<file path="config.mk">
export PLATFORM = sky130hd
export DESIGN_NAME = vga_timing_gen
export DESIGN_NICKNAME = d
export VERILOG_FILES = /design/src/rtl/vga_timing_gen.sv
export SDC_FILE = /design/constraint.sdc
export NUM_CORES = 1
export LEC_CHECK = 0
export CAP_MARGIN = 20
export CORE_ASPECT_RATIO = 1.75
export CORE_MARGIN = 2
export CORE_UTILIZATION = 45
export DETAILED_ROUTE_END_ITERATION = 16
export PLACE_DENSITY = 0.73
export SETUP_SLACK_MARGIN = 0.15
export SLEW_MARGIN = 20
export SYNTH_ARGS = -nofsm -noshare
export SYNTH_HDL_FRONTEND = slang
export SYNTH_SLANG_ARGS = --single-unit
</file>
<file path="constraint.sdc">
create_clock -name pixel_clk -period 1.8 [get_ports pixel_clk]
set_input_delay 0.36 -clock pixel_clk [delete_from_list [all_inputs] [get_ports pixel_clk]]
set_output_delay 0.36 -clock pixel_clk [all_outputs]
set_load 0.03 [all_outputs]
</file>
<file path="src/rtl/vga_timing_gen.sv">
// VGA raster timing generator: h/v counters, line/frame markers, frame counter,
// and sync/data-enable outputs delayed to match the downstream pixel pipeline.
module vga_timing_gen #(
  parameter int H_ACTIVE   = 640,
  parameter int H_FP       = 16,
  parameter int H_SYNC     = 96,
  parameter int H_BP       = 48,
  parameter int V_ACTIVE   = 480,
  parameter int V_FP       = 10,
  parameter int V_SYNC     = 2,
  parameter int V_BP       = 33,
  parameter int HSYNC_POL  = 0,
  parameter int VSYNC_POL  = 0,
  parameter int PIPE_DELAY = 2,
  parameter int CNT_W      = 10,
  parameter int FRAME_W    = 8
) (
  input  logic               pixel_clk,
  input  logic               reset,
  input  logic               run,
  output logic [CNT_W-1:0]   horiz_count,
  output logic [CNT_W-1:0]   vert_count,
  output logic               active,
  output logic               line_start,
  output logic               frame_start,
  output logic [FRAME_W-1:0] frame_count,
  output logic               hsync,
  output logic               vsync,
  output logic               de
);

  localparam int H_TOTAL = H_ACTIVE + H_FP + H_SYNC + H_BP;
  localparam int V_TOTAL = V_ACTIVE + V_FP + V_SYNC + V_BP;

  localparam logic [CNT_W-1:0] H_LAST  = CNT_W'(H_TOTAL - 1);
  localparam logic [CNT_W-1:0] V_LAST  = CNT_W'(V_TOTAL - 1);
  localparam logic [CNT_W-1:0] H_VIS   = CNT_W'(H_ACTIVE);
  localparam logic [CNT_W-1:0] V_VIS   = CNT_W'(V_ACTIVE);
  localparam logic [CNT_W-1:0] HS_FIRST = CNT_W'(H_ACTIVE + H_FP);
  localparam logic [CNT_W-1:0] HS_LAST  = CNT_W'(H_ACTIVE + H_FP + H_SYNC - 1);
  localparam logic [CNT_W-1:0] VS_FIRST = CNT_W'(V_ACTIVE + V_FP);
  localparam logic [CNT_W-1:0] VS_LAST  = CNT_W'(V_ACTIVE + V_FP + V_SYNC - 1);
  localparam logic HS_ON = 1'(HSYNC_POL);
  localparam logic VS_ON = 1'(VSYNC_POL);

  if (PIPE_DELAY < 1 || PIPE_DELAY > 4) begin : g_bad_pipe_delay
    $error("vga_timing_gen: PIPE_DELAY must be in 1..4");
  end
  if ((2 ** CNT_W) < H_TOTAL || (2 ** CNT_W) < V_TOTAL) begin : g_bad_cnt_w
    $error("vga_timing_gen: CNT_W too narrow for H_TOTAL/V_TOTAL");
  end

  logic h_wrap;
  logic v_wrap;
  logic hs_raw;
  logic vs_raw;

  // Pipelines carry the raw (asserted = 1) decode; polarity is applied at the output.
  logic [PIPE_DELAY-1:0] hs_pipe;
  logic [PIPE_DELAY-1:0] vs_pipe;
  logic [PIPE_DELAY-1:0] de_pipe;

  assign h_wrap = (horiz_count == H_LAST);
  assign v_wrap = (vert_count == V_LAST);

  assign active = (horiz_count < H_VIS) && (vert_count < V_VIS);
  assign hs_raw = (horiz_count >= HS_FIRST) && (horiz_count <= HS_LAST);
  assign vs_raw = (vert_count >= VS_FIRST) && (vert_count <= VS_LAST);

  assign line_start  = run && (horiz_count == '0);
  assign frame_start = run && (horiz_count == '0) && (vert_count == '0);

  always_ff @(posedge pixel_clk or posedge reset) begin
    if (reset) begin
      horiz_count <= '0;
      vert_count  <= '0;
      frame_count <= '0;
      hs_pipe     <= '0;
      vs_pipe     <= '0;
      de_pipe     <= '0;
    end else if (run) begin
      if (h_wrap) begin
        horiz_count <= '0;
        if (v_wrap) begin
          vert_count  <= '0;
          frame_count <= frame_count + 1'b1;
        end else begin
          vert_count <= vert_count + 1'b1;
        end
      end else begin
        horiz_count <= horiz_count + 1'b1;
      end

      hs_pipe[0] <= hs_raw;
      vs_pipe[0] <= vs_raw;
      de_pipe[0] <= active;
      for (int i = 1; i < PIPE_DELAY; i++) begin
        hs_pipe[i] <= hs_pipe[i-1];
        vs_pipe[i] <= vs_pipe[i-1];
        de_pipe[i] <= de_pipe[i-1];
      end
    end
  end

  assign hsync = hs_pipe[PIPE_DELAY-1] ? HS_ON : ~HS_ON;
  assign vsync = vs_pipe[PIPE_DELAY-1] ? VS_ON : ~VS_ON;
  assign de    = de_pipe[PIPE_DELAY-1];

endmodule

</file>
# After elaboration in Yosys (flattened, before gate mapping)
# Cells that the tools add are included.
# W data, S select, Z words.
op_classes:
  addsub: 3
  mul: 0
  n_div: 0
  order_cmp: 6
  eq_ne: 2
  n_shift: 0
  n_mux: 4
  bitwise_logic: 0
  reduce_logical: 9
ops:
  columns: ["operator", "n"]
  rows:
  - ["$add A10 B1 Y10 const B", 2]
  - ["$eq A10 B10 Y1 const B", 2]
  - ["$logic_not A10 Y1", 2]
  - ["$mux W10", 2]
  - ["$ge A10 B10 Y1 const B", 1]
  - ["$ge A10 B9 Y1 const B", 1]
  - ["$le A10 B10 Y1 const B", 1]
  - ["$le A10 B9 Y1 const B", 1]
  - ["$lt A10 B10 Y1 const B", 1]
  - ["$lt A10 B9 Y1 const B", 1]
  - ["$add A8 B1 Y8 const B", 1]
  - ["$logic_and A1 B1 Y1", 5]
  - ["$reduce_and A3 Y1", 1]
  - ["$mux W1", 2]
  - ["$reduce_and A2 Y1", 1]
word_totals:
  ff_bits: 34
  latchBits: 0
  ram_bits: 0
  romBits: 0
  in_bits: 3
  output_inout_bits: 34
  wordCells: 30
  mem_count: 0

# Longest topological paths before layout
logic_depth:
  depth_word: 3
  mapped_depth: 7
  ltp_nobuf: 6

# Worst setup path after synthesis
# Ideal clock, no wire load.
synth_path:
  path_kind: "register to output"
  start: "register horiz_count[2]"
  end: "output port frame_start"
  arrival_time_ps: 2439
  path_slack_ps: -999
  path_stages_with_launch: 6
  path_buffers: 1
  path_cell_list: "dfrtp_1 > buf_2 > nor3_1 > nand4_1 > nor4_1 > and4_1"
synth_between:
  elab_chain_cells: 3
synth_rtl:
  columns: ["item", "line_no", "rtl"]
  rows:
  - ["start, declared", "21", "output logic [CNT_W-1:0] horiz_count,"]
  - ["start signal, assigned", "91", "horiz_count <= horiz_count + 1'b1;"]
  - ["$logic_not A10 Y1", null, null]
  - ["$logic_and A1 B1 Y1", null, null]
  - ["named net line_start", "24", "output logic line_start,"]
  - ["$logic_and A1 B1 Y1", "71", "assign frame_start = run && (horiz_count == '0) && (vert_count == '0);"]
  - ["end, declared", "25", "output logic frame_start,"]
# The timed path passes the listed nets, and every way through them passes these cells.

# Worst setup path in the final report
layout_path:
  start: "register horiz_count[1]"
  end: "output port frame_start"
layout_between:
  elab_chain_cells: 3
layout_rtl:
  columns: ["item", "line_no"]
  rows:
  - ["$logic_not A10 Y1", "71"]
  - ["$logic_and A1 B1 Y1 (2 in a row)", "71"]
# No other way between the ends.

==> reports/results.tsv <==
metric	value	unit
status	finished with violations	
violated checks	negative setup slack	
Sw Share	33.8	%
# fillers	309	
Chip Width	51.3	microns
CTS tree	done	
Synth Area per Inst	10.1	sq um
Ports	37	
number of remaining DRC errors	0	
worst hold path type	input port to async pin	
number of CTS-inserted buffers	5	
Worst Max-Slew Pin Slew	0.434	ns
Top FF cell, synth	dfrtp_1	
clk sinks	34	
fmax	473	MHz
grt total ovfl	0	
CP peak stage delay	0.41	ns
vias in the first global route	1767	
final setup fails	12	
clock power share	28.2	%
synthesized instance count	175	
post-layout util	73.2	%
# hold bufs at CTS	0	
Distinct cells, synth	36	
CP cell instances	inv_2 -> ha_4 -> and2b_1 -> nand4_1 -> nor4_4 -> and4_4 -> buf_6	
Slowest cell on crit path	dfrtp_2	
num rows	30	
sequential-to-total area share from yosys stat	48.3	%
mapped cell area	1760	sq um
sequential share of power	40.7	%
Syn. warnings	0	
Slew Viols, Final	0	
port bufs	36	
H-tree depth	2	
MaxCap Viol Count	0	
Hold Vio Cnt, Final	0	
routed len/inst	15.7	microns
fin crit share	117	%
Register Area	863	sq um
P_leak	0.00140	uW
CTS root buffer	clkbuf_8	
PwrDens	760	nW/um^2
adder-cell share of the synthesized area	3.55	%
largest net degree at the start of global routing	35	
Mapped Nets	183	
crit path kind	flip-flop to primary output	
EDFF count, synth	0	
multi-input logic area	1030	sq um
WP data arrival	1.75	ns
Crit. End Element	primary output	
Post-DP HPWL	3.44	mm
Nets	263	
global router's overall resource usage	24.2	%
Diodes inserted	0	
CP required	1.44	ns
Seq cells post-synth	34	
first-pass GRT wire length	8.10	mm
pre-CTS setup slack	-0.345	ns
Max rail drop VDD	0.000604	V
Critical Path Fanout Max	2	
first-pass detailed-route iteration total	4	
die area	4450	sq um
RSZ-0062 raised after global routing	true	
Antenna Nets Post-Route	0	
share of synthesized registers carrying an async set or reset	100	%
share of cells above drive strength 1	41.4	%
Vias	1643	
Logic pwr share	31.1	%
DR iter-0 viols	29	
combinational family with the most area after synthesis	simple AND/OR/NAND/NOR gates	
Max-slew headroom	71.0	%
CTS Buffer Depth	2	
Setup WS post-layout	-0.313	ns
mux cell area share after synthesis	3.62	%
Compound-Gate Fraction of Synth Area	6.75	%
Simple-Gate Fraction of Synth Area	23.6	%
Placer Congestion	0.877	
P_int	1410	uW
Startpoint Class	flip-flop	
xor/xnor share of the synthesized area	8.96	%
Core Area	3830	sq um
antenna violations before repair	0	
Layout Skew	0.00437	ns
Starting Density	46.0	%
synthesis-to-finish area growth	59.1	%
minimum clock period	2.11	ns
final WL	4.77	mm
clk_lat worst skew	0.29	ns
switching power	721	uW
overall die height	86.7	microns
clock slew at reported path FFs	0.07	ns
via/cell ratio	5.40	
-- layout by cell type (no fill, tap or decap), types with 3 or more instances in the layout --
cell type	instances
a21oi_2	3
and3_1	3
buf_4	38
buf_6	8
clkbuf_2	3
clkbuf_8	6
dfrtp_1	24
dfrtp_2	10
dlygate4sd2_1	28
ha_1	3
inv_1	12
mux2i_1	3
nand2_1	9
nand3_1	15
nand4_1	6
nor2_1	6
nor3_4	4
nor4_2	4
nor4_4	4
o21ai_0	8
xnor2_1	8
xor2_1	9
-- sequential cells by signal, summed over array words and instances, names as in the netlist --
name / count
de_pipe: 2
frame_count: 8
vert_count: 10
horiz_count: 10
hs_pipe: 2
vs_pipe: 2
-- Yosys cell counts, types with 3 or more instances --
library cell | count | area share, %
a21oi_1 | 5 | 1.4
and3_1 | 4 | 1.4
clkbuf_1 | 5 | 1.1
dfrtp_1 | 34 | 48
ha_1 | 5 | 3.6
inv_1 | 14 | 3.0
mux2i_1 | 3 | 1.7
nand2_1 | 9 | 1.9
nand3_1 | 16 | 4.5
nand4_1 | 6 | 2.1
nor2_1 | 8 | 1.7
nor3_1 | 6 | 1.7
nor4_1 | 7 | 2.5
nor4_2 | 3 | 2.1
o21ai_0 | 10 | 2.8
xnor2_1 | 8 | 4.0
xor2_1 | 10 | 5.0
-- metal layers --
layer	part of all wire, %	GRT usage (%)
met1	36	26.7
met2	56	43.1
met3	3.7	4.66
met4	3.5	12.0
met5	0	0
-- power groups by stage --
stage / clock, uW / combinational (uW) / sequential, uW
floorplan: 0 / 237 / 1000
global placement: 0 / 607 / 875
detailed placement: 0 / 628 / 881
CTS: 605 / 637 / 868
global route: 639 / 707 / 875
finish: 599 / 662 / 867
-- cell type report --
type | count | share of cell area [%]
Clock buffer | 6 | 2.95
Clock inverter | 2 | 0.447
Inverter | 14 | 1.88
Tap cell | 48 | 2.14
Sequential cell | 34 | 30.8
Timing Repair Buffer | 81 | 24.8
Multi-Input combinational cell | 119 | 36.9
-- what timing repair did --
item	4_1_cts	5_1_grt
cloned	0	0
endpoints found under the hold margin	0	0
resized for setup	51	14
pin swaps	10	8
buffers inserted	7	5
setup endpoints to repair	52	24
-- cells by family (layout without fill, tap and decap cells) --
group	Yosys count	after routing
multiplexers	6	6
flip-flops	34	34
adder cells (fa/ha/maj)	5	5
AO/OA/AOI/OAI	21	21
AND/OR/NAND/NOR	69	69
XOR/XNOR	18	18
buffers and inverters	22	103
-- critical path, delay by kind of cell, from the launching register on --
family / cells / cell delay, ns
buffers and inverters: 2 / 0.20
flip-flops: 1 / 0.41
adder cells (fa/ha/maj): 1 / 0.13
AND/OR/NAND/NOR: 4 / 0.71
-- final timing paths --
path	end	depth (start not counted)	startpoint	slack [ns]
worst min register to register	frame_count[7]	1	frame_count[7]	0.47
worst min-delay path	vs_pipe[1]	3	reset	0.47
worst max-delay path	frame_start	7	horiz_count[1]	-0.31
max in group asynchronous	horiz_count[9]	3	reset	0.99
min in group pixel_clk	frame_count[7]	1	frame_count[7]	0.47
worst max register to register	frame_count[6]	8	horiz_count[0]	-0.06
-- per-stage QoR --
| step | area [sq um] | power [uW] | instances | setup TNS (ns) | hold slack, ns |
|---|---|---|---|---|---|
| 2_1_floorplan | 1930 | 1240 | 175 | -1.46 | 0.453 |
| 3_5_place_dp | 2550 | 1510 | 284 | -5.12 | 0.480 |
| 5_1_grt | 2800 | 2220 | 304 | -1.74 | 0.502 |
| 6_report | 2800 | 2130 | 304 | -0.762 | 0.466 |
| 3_3_place_gp | 2550 | 1480 | 284 | -4.68 | 0.465 |
| 4_1_cts | 2740 | 2110 | 299 | -0.975 | 0.486 |
(Power assumes the default switching activity.)
